$ cat config.mk
export PLATFORM = sky130hd
export DESIGN_NAME = mvm_driver
export DESIGN_NICKNAME = d
export VERILOG_FILES = /design/src/rtl/mvm_drv_pkg.sv /design/src/rtl/drv_buffer.sv /design/src/rtl/mvm_driver.sv
export SDC_FILE = /design/constraint.sdc
export NUM_CORES = 1
export LEC_CHECK = 0
export CAP_MARGIN = 10
export CORE_MARGIN = 1.5
export CORE_UTILIZATION = 45
export DETAILED_ROUTE_END_ITERATION = 7
export SLEW_MARGIN = 20
export SYNTH_ARGS = -nofsm -noshare
export SYNTH_HDL_FRONTEND = slang
export SYNTH_SLANG_ARGS = --single-unit
$ cat constraint.sdc
create_clock -name clk -period 6.6 [get_ports clk]
set_input_delay 1.65 -clock clk [delete_from_list [all_inputs] [get_ports clk]]
set_output_delay 1.65 -clock clk [all_outputs]
set_load 0.03 [all_outputs]
$ cat src/rtl/mvm_drv_pkg.sv
// rtl/mvm_drv_pkg.sv - shared FSM state type and buffer sizing for the MVM driver
// Ports: none (package).
package mvm_drv_pkg;

   localparam int DEF_K       = 8;
   localparam int MAT_WORDS   = DEF_K * DEF_K;
   localparam int TOTAL_WORDS = MAT_WORDS + DEF_K;

   typedef enum logic [3:0] {
      S_IDLE,
      S_FILL,
      S_LDM,
      S_MDATA,
      S_LDV,
      S_VDATA,
      S_GO,
      S_WAIT,
      S_CAPT,
      S_DRAIN
   } drv_state_t;

   function automatic int mat_words(input int k);
      return k * k;
   endfunction

   function automatic int total_words(input int k);
      return k * k + k;
   endfunction

endpackage

$ cat src/rtl/drv_buffer.sv
// rtl/drv_buffer.sv - word buffer with synchronous write and combinational read
// Ports: clk; we/waddr/wdata write port; raddr/rdata asynchronous read port.
module drv_buffer #(
   parameter int W     = 16,
   parameter int DEPTH = 72,
   parameter int AW    = (DEPTH > 1) ? $clog2(DEPTH) : 1
) (
   input  logic          clk,
   input  logic          we,
   input  logic [AW-1:0] waddr,
   input  logic [W-1:0]  wdata,
   input  logic [AW-1:0] raddr,
   output logic [W-1:0]  rdata
);

   logic [W-1:0] mem [DEPTH];

   always_ff @(posedge clk) begin
      if (we) mem[waddr] <= wdata;
   end

   assign rdata = mem[raddr];

endmodule

$ cat src/rtl/mvm_driver.sv
// rtl/mvm_driver.sv - sequences a K x K matrix and K-vector into an MVM and drains its result
// Ports: clk, reset (async, active low);
//        in_data/in_valid/in_ready - upstream words, matrix row-major then vector;
//        loadMatrix/loadVector/start/data_in - command pulses and word stream to the MVM;
//        done/data_out - MVM completion pulse and the K result words that follow it;
//        out_data/out_valid/out_ready - downstream result handshake; busy - not IDLE;
//        timeout_err - sticky WAIT timeout flag, present only with MVM_DRV_TIMEOUT_EN.
module mvm_driver
   import mvm_drv_pkg::*;
#(
   parameter int K       = DEF_K,
   parameter int B       = 16,
   parameter int TIMEOUT = 255
) (
   input  logic                  clk,
   input  logic                  reset,
   input  logic signed [B-1:0]   in_data,
   input  logic                  in_valid,
   output logic                  in_ready,
   output logic                  loadMatrix,
   output logic                  loadVector,
   output logic                  start,
   output logic signed [B-1:0]   data_in,
   input  logic                  done,
   input  logic signed [2*B-1:0] data_out,
   output logic [2*B-1:0]        out_data,
   output logic                  out_valid,
   input  logic                  out_ready,
   output logic                  busy
`ifdef MVM_DRV_TIMEOUT_EN
   ,
   output logic                  timeout_err
`endif
);

   // The default build takes the package constants directly.
   localparam int MW  = (K == DEF_K) ? MAT_WORDS   : mat_words(K);
   localparam int TW  = (K == DEF_K) ? TOTAL_WORDS : total_words(K);
   localparam int CW  = (TW > 1) ? $clog2(TW) : 1;
   localparam int RAW = (K > 1) ? $clog2(K) : 1;

   drv_state_t     state, next_state;
   logic [CW-1:0]  cnt;
   logic           cnt_step, cnt_last;
   logic [CW-1:0]  in_raddr;
   logic [B-1:0]   in_rdata;
   logic [2*B-1:0] res_rdata;
   logic           in_we, res_we;
   logic           tmo_hit;

   assign in_we    = in_ready & in_valid;
   assign res_we   = (state == S_CAPT);
   // Vector words sit directly after the matrix words in the input buffer.
   assign in_raddr = (state == S_VDATA) ? CW'(MW) + cnt : cnt;

   drv_buffer #(.W(B), .DEPTH(TW)) u_in_buf (
      .clk   (clk),
      .we    (in_we),
      .waddr (cnt),
      .wdata (in_data),
      .raddr (in_raddr),
      .rdata (in_rdata)
   );

   drv_buffer #(.W(2*B), .DEPTH(K)) u_res_buf (
      .clk   (clk),
      .we    (res_we),
      .waddr (cnt[RAW-1:0]),
      .wdata (data_out),
      .raddr (cnt[RAW-1:0]),
      .rdata (res_rdata)
   );

`ifdef MVM_DRV_TIMEOUT_EN
   localparam int TCW = $clog2(TIMEOUT + 1);
   logic [TCW-1:0] tmo_cnt;

   // tmo_cnt equals the number of cycles elapsed since the start pulse,
   // so the flag appears exactly TIMEOUT cycles after start.
   assign tmo_hit = (state == S_WAIT) && !done && (tmo_cnt >= TCW'(TIMEOUT - 1));

   always_ff @(posedge clk or negedge reset) begin
      if (!reset) begin
         tmo_cnt     <= '0;
         timeout_err <= 1'b0;
      end else begin
         tmo_cnt <= (state == S_WAIT) ? tmo_cnt + 1'b1 : TCW'(1);
         if (tmo_hit) timeout_err <= 1'b1;
      end
   end
`else
   logic unused_tmo;
   assign tmo_hit    = 1'b0;
   assign unused_tmo = (TIMEOUT == 0);
`endif

   // One shared address counter; it steps per accepted/streamed word and
   // wraps to 0 on the last word of each counting state.
   always_comb begin
      cnt_step = 1'b0;
      cnt_last = 1'b0;
      case (state)
         S_IDLE, S_FILL: begin
            cnt_step = in_valid;
            cnt_last = (cnt == CW'(TW - 1));
         end
         S_MDATA: begin
            cnt_step = 1'b1;
            cnt_last = (cnt == CW'(MW - 1));
         end
         S_VDATA, S_CAPT: begin
            cnt_step = 1'b1;
            cnt_last = (cnt == CW'(K - 1));
         end
         S_DRAIN: begin
            cnt_step = out_ready;
            cnt_last = (cnt == CW'(K - 1));
         end
         default: ;
      endcase
   end

   always_ff @(posedge clk or negedge reset) begin
      if (!reset)        cnt <= '0;
      else if (cnt_step) cnt <= cnt_last ? '0 : cnt + 1'b1;
   end

   always_ff @(posedge clk or negedge reset) begin
      if (!reset) state <= S_IDLE;
      else        state <= next_state;
   end

   always_comb begin
      next_state = state;
      case (state)
         S_IDLE:  if (in_valid)             next_state = S_FILL;
         S_FILL:  if (in_valid && cnt_last) next_state = S_LDM;
         S_LDM:                             next_state = S_MDATA;
         S_MDATA: if (cnt_last)             next_state = S_LDV;
         S_LDV:                             next_state = S_VDATA;
         S_VDATA: if (cnt_last)             next_state = S_GO;
         S_GO:                              next_state = S_WAIT;
         S_WAIT: begin
            if (done)         next_state = S_CAPT;
            else if (tmo_hit) next_state = S_IDLE;
         end
         S_CAPT:  if (cnt_last)              next_state = S_DRAIN;
         S_DRAIN: if (out_ready && cnt_last) next_state = S_IDLE;
         default:                            next_state = S_IDLE;
      endcase
   end

   always_comb begin
      in_ready   = 1'b0;
      loadMatrix = 1'b0;
      loadVector = 1'b0;
      start      = 1'b0;
      data_in    = '0;
      out_valid  = 1'b0;
      out_data   = '0;
      busy       = (state != S_IDLE);
      case (state)
         // Gated by reset so in_ready is 0 while reset is held.
         S_IDLE, S_FILL:   in_ready   = reset;
         S_LDM:            loadMatrix = 1'b1;
         S_MDATA, S_VDATA: data_in    = in_rdata;
         S_LDV:            loadVector = 1'b1;
         S_GO:             start      = 1'b1;
         S_DRAIN: begin
            out_valid = 1'b1;
            out_data  = res_rdata;
         end
         default: ;
      endcase
   end

endmodule

======== Word level (Yosys, flattened, before mapping) ========
Memories as Yosys holds them, arrays and structs flattened.
Cells that the tools add are included.
word-level totals
  memories ................................ 2
  logic and storage cells ................. 58
  RAM bits ................................ 1408
  output and inout port bits .............. 54
  input port bits ......................... 53
  register bits after elaboration ......... 11
memory list
  name           words  bits a word  rd ports  clocked after memory_dff  write ports  RTL line          RTL
  u_in_buf.mem   72     16           1         0                         1            drv_buffer.sv:16  logic [W-1:0] mem [DEPTH];
  u_res_buf.mem  8      32           1         0                         1            drv_buffer.sv:16
cells by class
  muxes and demuxes ....................... 23
  add/subtract/negate cells ............... 2
  bitwise logic cells ..................... 1
  reduce and logical (&&, ||, !) cells .... 9
  equal/unequal tests ..................... 19
operators with widths
  kind                 count
  $pmux 4 s10          1
  $mux 32              1
  $mux 4               7
  $eq 4x3->1 const B   4
  $mux 16              1
  $mux 7               2
  $ne 2x2->1 const B   7
  $mux 1               9
  $eq 4x2->1 const B   2
  $eq 4x4->1 const B   2
  $add 7x1->7 const B  1
  $add 7x7->7 const A  1
  $eq 7x3->1 const B   1
  $eq 7x6->1 const B   1
  $eq 7x7->1 const B   1
  $reduce_and 7->1     1
  $pmux 1 s3           2
  $reduce_or 3->1      2
  $eq 4x1->1 const B   1
  $logic_not 4->1      1
  $reduce_bool 4->1    1
  $reduce_or 2->1      2
  $logic_and 1x1->1    2
  $and 1x1->1          1

======== Longest topological paths before layout ========
  depth after elaboration ................. 6
  depth in mapped cells ................... 11

======== Modules after synthesis ========
From an unflattened synthesis, not the netlist that was laid out.
unflattened totals
  cells, all modules ...................... 2511
  area total of the unflattened synthesis .. 55331.8 um^2
modules (own cells, without submodules)
  module                  cells an instance  seq. area each (um^2)  instances  area an instance (um^2)
  drv_buffer (u_in_buf)   1977               34593.2                1          44342.5
  drv_buffer (u_res_buf)  383                7687.4                 1          9825.7
  mvm_driver              151                275.3                  1          1163.6

======== Worst setup path after synthesis ========
No wires, ideal clock.
  kind .................................... in2reg
  start ................................... input reset
  end ..................................... memory u_in_buf.mem[134][0], in the netlist u_in_buf.mem[67][0], enable pin
  arrival time ............................ 4128 ps
  setup time .............................. 388 ps
  stages on the path ...................... 5
  setup slack ............................. 2083 ps
  path buffers ............................ 1
  cell sequence ........................... nor4b_1 -> and2_1 -> clkbuf_1 -> nand2_1 -> nor2_1
on the way
  cells in the longest elaborated chain, start to end .. 4
RTL lines
  item                          RTL line           RTL
  start: declaration            mvm_driver.sv:16   input logic reset,
  $mux 1                        mvm_driver.sv:162  case (state)
  $and 1x1->1                   mvm_driver.sv:51   assign in_we = in_ready & in_valid;
  $mux 1                        drv_buffer.sv:19   if (we) mem[waddr] <= wdata;
  $mux 1 (implied by the code)  drv_buffer.sv:19
  end: declaration              drv_buffer.sv:16
No other way between the ends.

======== Worst setup path in the final report ========
  start ................................... register cnt[2]
  end ..................................... output data_in[9]
on the way
  cells in the longest elaborated chain, start to end .. 4
RTL lines
  item                      RTL line           RTL
  start: declaration        mvm_driver.sv:43   logic [CW-1:0] cnt;
  start signal: assignment  mvm_driver.sv:125  else if (cnt_step) cnt <= cnt_last ? '0 : cnt + 1'b1;
  $add 7x7->7               mvm_driver.sv:54   assign in_raddr = (state == S_VDATA) ? CW'(MW) + cnt : cnt;
  $mux 7 *                  mvm_driver.sv:54
  $mem_v2 72x16 *           n/a
  $mux 16 *                 mvm_driver.sv:162
  end: declaration          mvm_driver.sv:23   output logic signed [B-1:0] data_in,
Every way passes the cells marked *; elsewhere a longest branch is shown, timed or not.

==> results.py <==
metrics = {
    "clocking": {
        "root_buffer": "clkbuf_16",
        "clk_pin_slew_ns": 0.06,
        "clock_sinks": 1419,
        "clockBufferDepth": 3,
        "cts_buffers": 149,
        "clk_latency_ns": 0.77,
        "htreeDepth": 4,
        "cts_tree": "yes",
    },
    "die": {
        "fp.dieW_um": 351,
        "dieHeight_um": 351,
        "num_rows": 127,
        "die-area_mm2": 0.123,
        "io_pins": 107,
        "core_mm2": 0.120,
        "start_util_pct": 45.4,
    },
    "synth": {
        "syn-mean-instance-area_um2": 18.2,
        "ys_types": 81,
        "synth_warnings": 0,
        "synth-seq-cells": 1419,
        "syn_area_mm2": 0.0545,
        "synth_cells": 2993,
        "synth-edff-count": 1408,
        "ys.flop_type": "edfxtp_1",
        "syn-num-nets": 3047,
        "ys_seq_area_share_pct": 78.0,
        "async_flop_share_pct": 0.775,
    },
    "critical_path": {
        "r2r-end": "u_in_buf.mem[20][0]$_DFFE_PP_",
        "ff2ff_setup_slack_ns": 2.92,
        "cp_max_fo": 58,
        "start_kind": "register",
        "critical_path_required_ns": 4.95,
        "end_kind": "output port",
        "path_class": "reg2out",
        "rr_worst_depth": 8,
        "path_buf_inv": 5,
        "arrival_ns": 4.97,
        "crit_chain": "buf_4, clkinv_2, buf_12, a221oi_1, o22ai_1, a22oi_1, a211oi_1, buf_4, clkdlybuf4s50_1",
        "cpMostUsedCell": "buf_4",
        "crit_path_top_delay_cell": "dfrtp_4",
        "crit_path_max_incr_delay_ns": 0.88,
        "r2r_start": "cnt[0]$_DFFE_PN0P_",
        "critPathTopFamily": "compound AO/OA/AOI/OAI gates",
    },
    "finish": {
        "drive_above_1_share_pct": 19.4,
        "multi_input_area_mm2": 0.0111,
        "fillers": 9468,
        "areaGrowthSynthToFinish_pct": 16.9,
        "final_cells": 5019,
        "antenna_cells": 0,
        "seqCellArea_mm2": 0.0426,
        "final_nets": 3336,
    },
    "timing": {
        "fin_ws_ns": -0.0182,
        "timing.final.crit_share_pct": 100,
        "hold_violations": 0,
        "slew_headroom_pct": 1.49,
        "worst_clock_skew_ns": 0.0342,
        "timing.hold.ws_ns": 0.783,
        "final.setup.tns_ns": -0.0182,
        "clock.fmax_mhz": 151,
        "min_period_ns": 6.62,
        "slew_viol_final": 0,
        "finalSetupViolations": 1,
        "worst_pin_slew_ns": 1.47,
        "rsz0062_at_grt": "false",
    },
    "min_path": {
        "hp-class": "reg2reg",
        "whs_path_depth": 1,
        "min_to": "cnt[5]$_DFFE_PN0P_",
        "hp-start": "cnt[5]$_DFFE_PN0P_",
    },
    "detailed_routing": {
        "post-route-drc-count": 0,
        "drt_pass1_iterations": 6,
        "avgViaCountPerCell": 6.44,
        "wl_um": 172000,
        "antenna_left": 0,
        "wire_per_inst_um": 34.3,
        "vias": 32300,
        "initialDrtViolationCount": 5036,
    },
    "power": {
        "power.share.combinational_pct": 25.3,
        "power_density_mw_per_mm2": 397,
        "p_seq_share_pct": 40.3,
        "peakVddDrop_v": 0.000232,
        "p_int_mw": 17.2,
        "p_clk_share_pct": 34.3,
        "power_switching_mw": 8.14,
        "p_leak_nw": 20.4,
        "swShare_pct": 32.2,
    },
    "outcome": {
        "outcome": "finished, violations left",
        "violations": "max-capacitance violations, negative setup slack",
    },
    "place": {
        "gp_congestion": 0.997,
        "dp_hpwl_um": 103000,
        "numPlacedInstances": 4733,
        "post-place-ws_ns": 0.482,
        "port_buffers": 106,
    },
    "global_routing": {
        "grt_pass1_wl_um": 241000,
        "grt_max_degree": 73,
        "antenna_found_initial": 10,
        "grt-ovfl-total": 0,
        "grt_pass1_vias": 31600,
        "grt_usage_pct": 27.9,
    },
    "job": {
        "max_cap_viol_count": 1,
    },
}
==> registers in the layout (all words and copies together), names as in the netlist <==
signal / count
u_in_buf.mem: 1152
u_res_buf.mem: 256
cnt: 7
state: 4
==> cell usage after synthesis, types with 10 or more instances <==
| library cell | instances | area (µm²) |
|---|---|---|
| a22o_1 | 39 | 342 |
| o22ai_1 | 33 | 206 |
| and3_1 | 15 | 93.8 |
| buf_4 | 25 | 188 |
| a22oi_1 | 154 | 1160 |
| nor2_1 | 162 | 608 |
| buf_2 | 94 | 470 |
| edfxtp_1 | 1408 | 42300 |
| nand3_1 | 12 | 60.1 |
| buf_1 | 10 | 37.5 |
| a211oi_1 | 22 | 165 |
| dfrtp_1 | 11 | 275 |
| mux2_2 | 56 | 631 |
| nor3_1 | 13 | 65.1 |
| nor2b_1 | 12 | 75.1 |
| a221o_1 | 14 | 140 |
| a221oi_1 | 184 | 1610 |
| a21oi_1 | 72 | 360 |
| o221ai_1 | 18 | 158 |
| o21ai_0 | 56 | 280 |
| mux2i_1 | 134 | 1340 |
| nand2b_1 | 14 | 87.6 |
| clkbuf_1 | 72 | 270 |
| a41oi_1 | 11 | 96.3 |
| nand2_1 | 93 | 349 |
| a31oi_1 | 33 | 206 |
| mux4_2 | 76 | 1710 |
==> worst max-delay path by stage <==
| stage | end | slack, ns | cells after the start | from |
|---|---|---|---|---|
| after CTS | data_in[5] | 0.04 | 8 | cnt[1]$_DFFE_PN0P_ |
| after global routing | data_in[2] | 0.02 | 10 | cnt[1]$_DFFE_PN0P_ |
| after global placement | data_in[12] | 0.52 | 8 | cnt[2]$_DFFE_PN0P_ |
| after detailed placement | data_in[4] | 0.48 | 7 | cnt[2]$_DFFE_PN0P_ |
| after floorplan | u_in_buf.mem[67][0]$_DFFE_PP_ | 2.08 | 5 | reset |
| final | data_in[9] | -0.02 | 9 | cnt[2]$_DFFE_PN0P_ |
==> worst reg2reg max path, delay by kind of cell, from the launching register on <==
kind                   cells  cell delay (ns)
buffers and inverters      5             1.25
and+or+nand+nor            3             1.41
DFF                        1             0.70
==> cell usage in the layout (no fill, tap or decap), types with 11 or more instances in the layout <==
cell type and n:
clkinv_1 23, a22oi_1 154, clkinv_2 29, a31oi_1 33, clkbuf_16 154, and3_1 13, nand3_1 12, a22o_1 39
clkbuf_1 28, mux4_2 76, nand2_1 92, edfxtp_1 1408, a21oi_1 72, o22ai_1 33, buf_12 12, mux2_2 56
a211oi_1 21, nand2b_1 14, bufinv_16 20, nor2_1 156, o221ai_1 18, a221o_1 14, buf_2 16, mux2i_1 134
o21ai_0 56, buf_4 229, a41oi_1 11, clkdlybuf4s50_1 86, a221oi_1 183
==> per-layer routing <==
metal	up-vias	GRT usage, %	wire, µm
met5	-	0	26
met4	6	12.3	8250
met3	425	7.45	20200
met2	2187	42.6	78500
met1	16700	37.8	65400
li1	13100	-	-
==> logic make-up (layout without fill, tap and decap cells) <==
family	after synthesis	after routing	share of synthesized area [%]
AND/OR/NAND/NOR	356	357	2.97
XOR/XNOR	4	4	0.0780
buffers and inverters	216	629	1.96
adder cells (fa/ha/maj)	2	2	0.0413
multiplexers	274	274	6.92
AO/OA/AOI/OAI	722	722	10.0
flip-flops	1419	1419	78.0
==> power groups by stage <==
stage	clock [mW]	sequential [mW]	combinational, mW
2_1_floorplan	0	10.2	3.30
3_3_place_gp	0	10.4	6.10
3_5_place_dp	0	10.4	6.14
4_1_cts	8.77	10.2	6.18
5_1_grt	9.12	10.2	6.52
6_report	8.70	10.2	6.42
==> metrics by stage <==
step	util (%)	total power [mW]	cell area, µm²
2_1_floorplan	-	13.5	54500
3_3_place_gp	48.7	16.5	58500
3_5_place_dp	48.7	16.5	58500
4_1_cts	53.0	25.1	63700
5_1_grt	53.1	25.8	63800
6_report	53.1	25.3	63800
==> final cells by class <==
class                   instances  area share, %
repair buffers                344           4.57
multi-input cells            1359           17.4
clock buffers                 186           6.30
flip-flops and latches       1419           66.8
well taps                    1612           3.16
clock inverters                90           1.74
inverters                       9         0.0549
==> repair_timing <==
action | 4_1_cts | 5_1_grt
gates cloned | 1 | 0
setup buffers | 3 | 6
resized for setup | 3 | 4
setup endpoints to repair | 3 | 4
pin swaps | 2 | 2
hold buffers | 0 | 0
(Power assumes the default switching activity.)
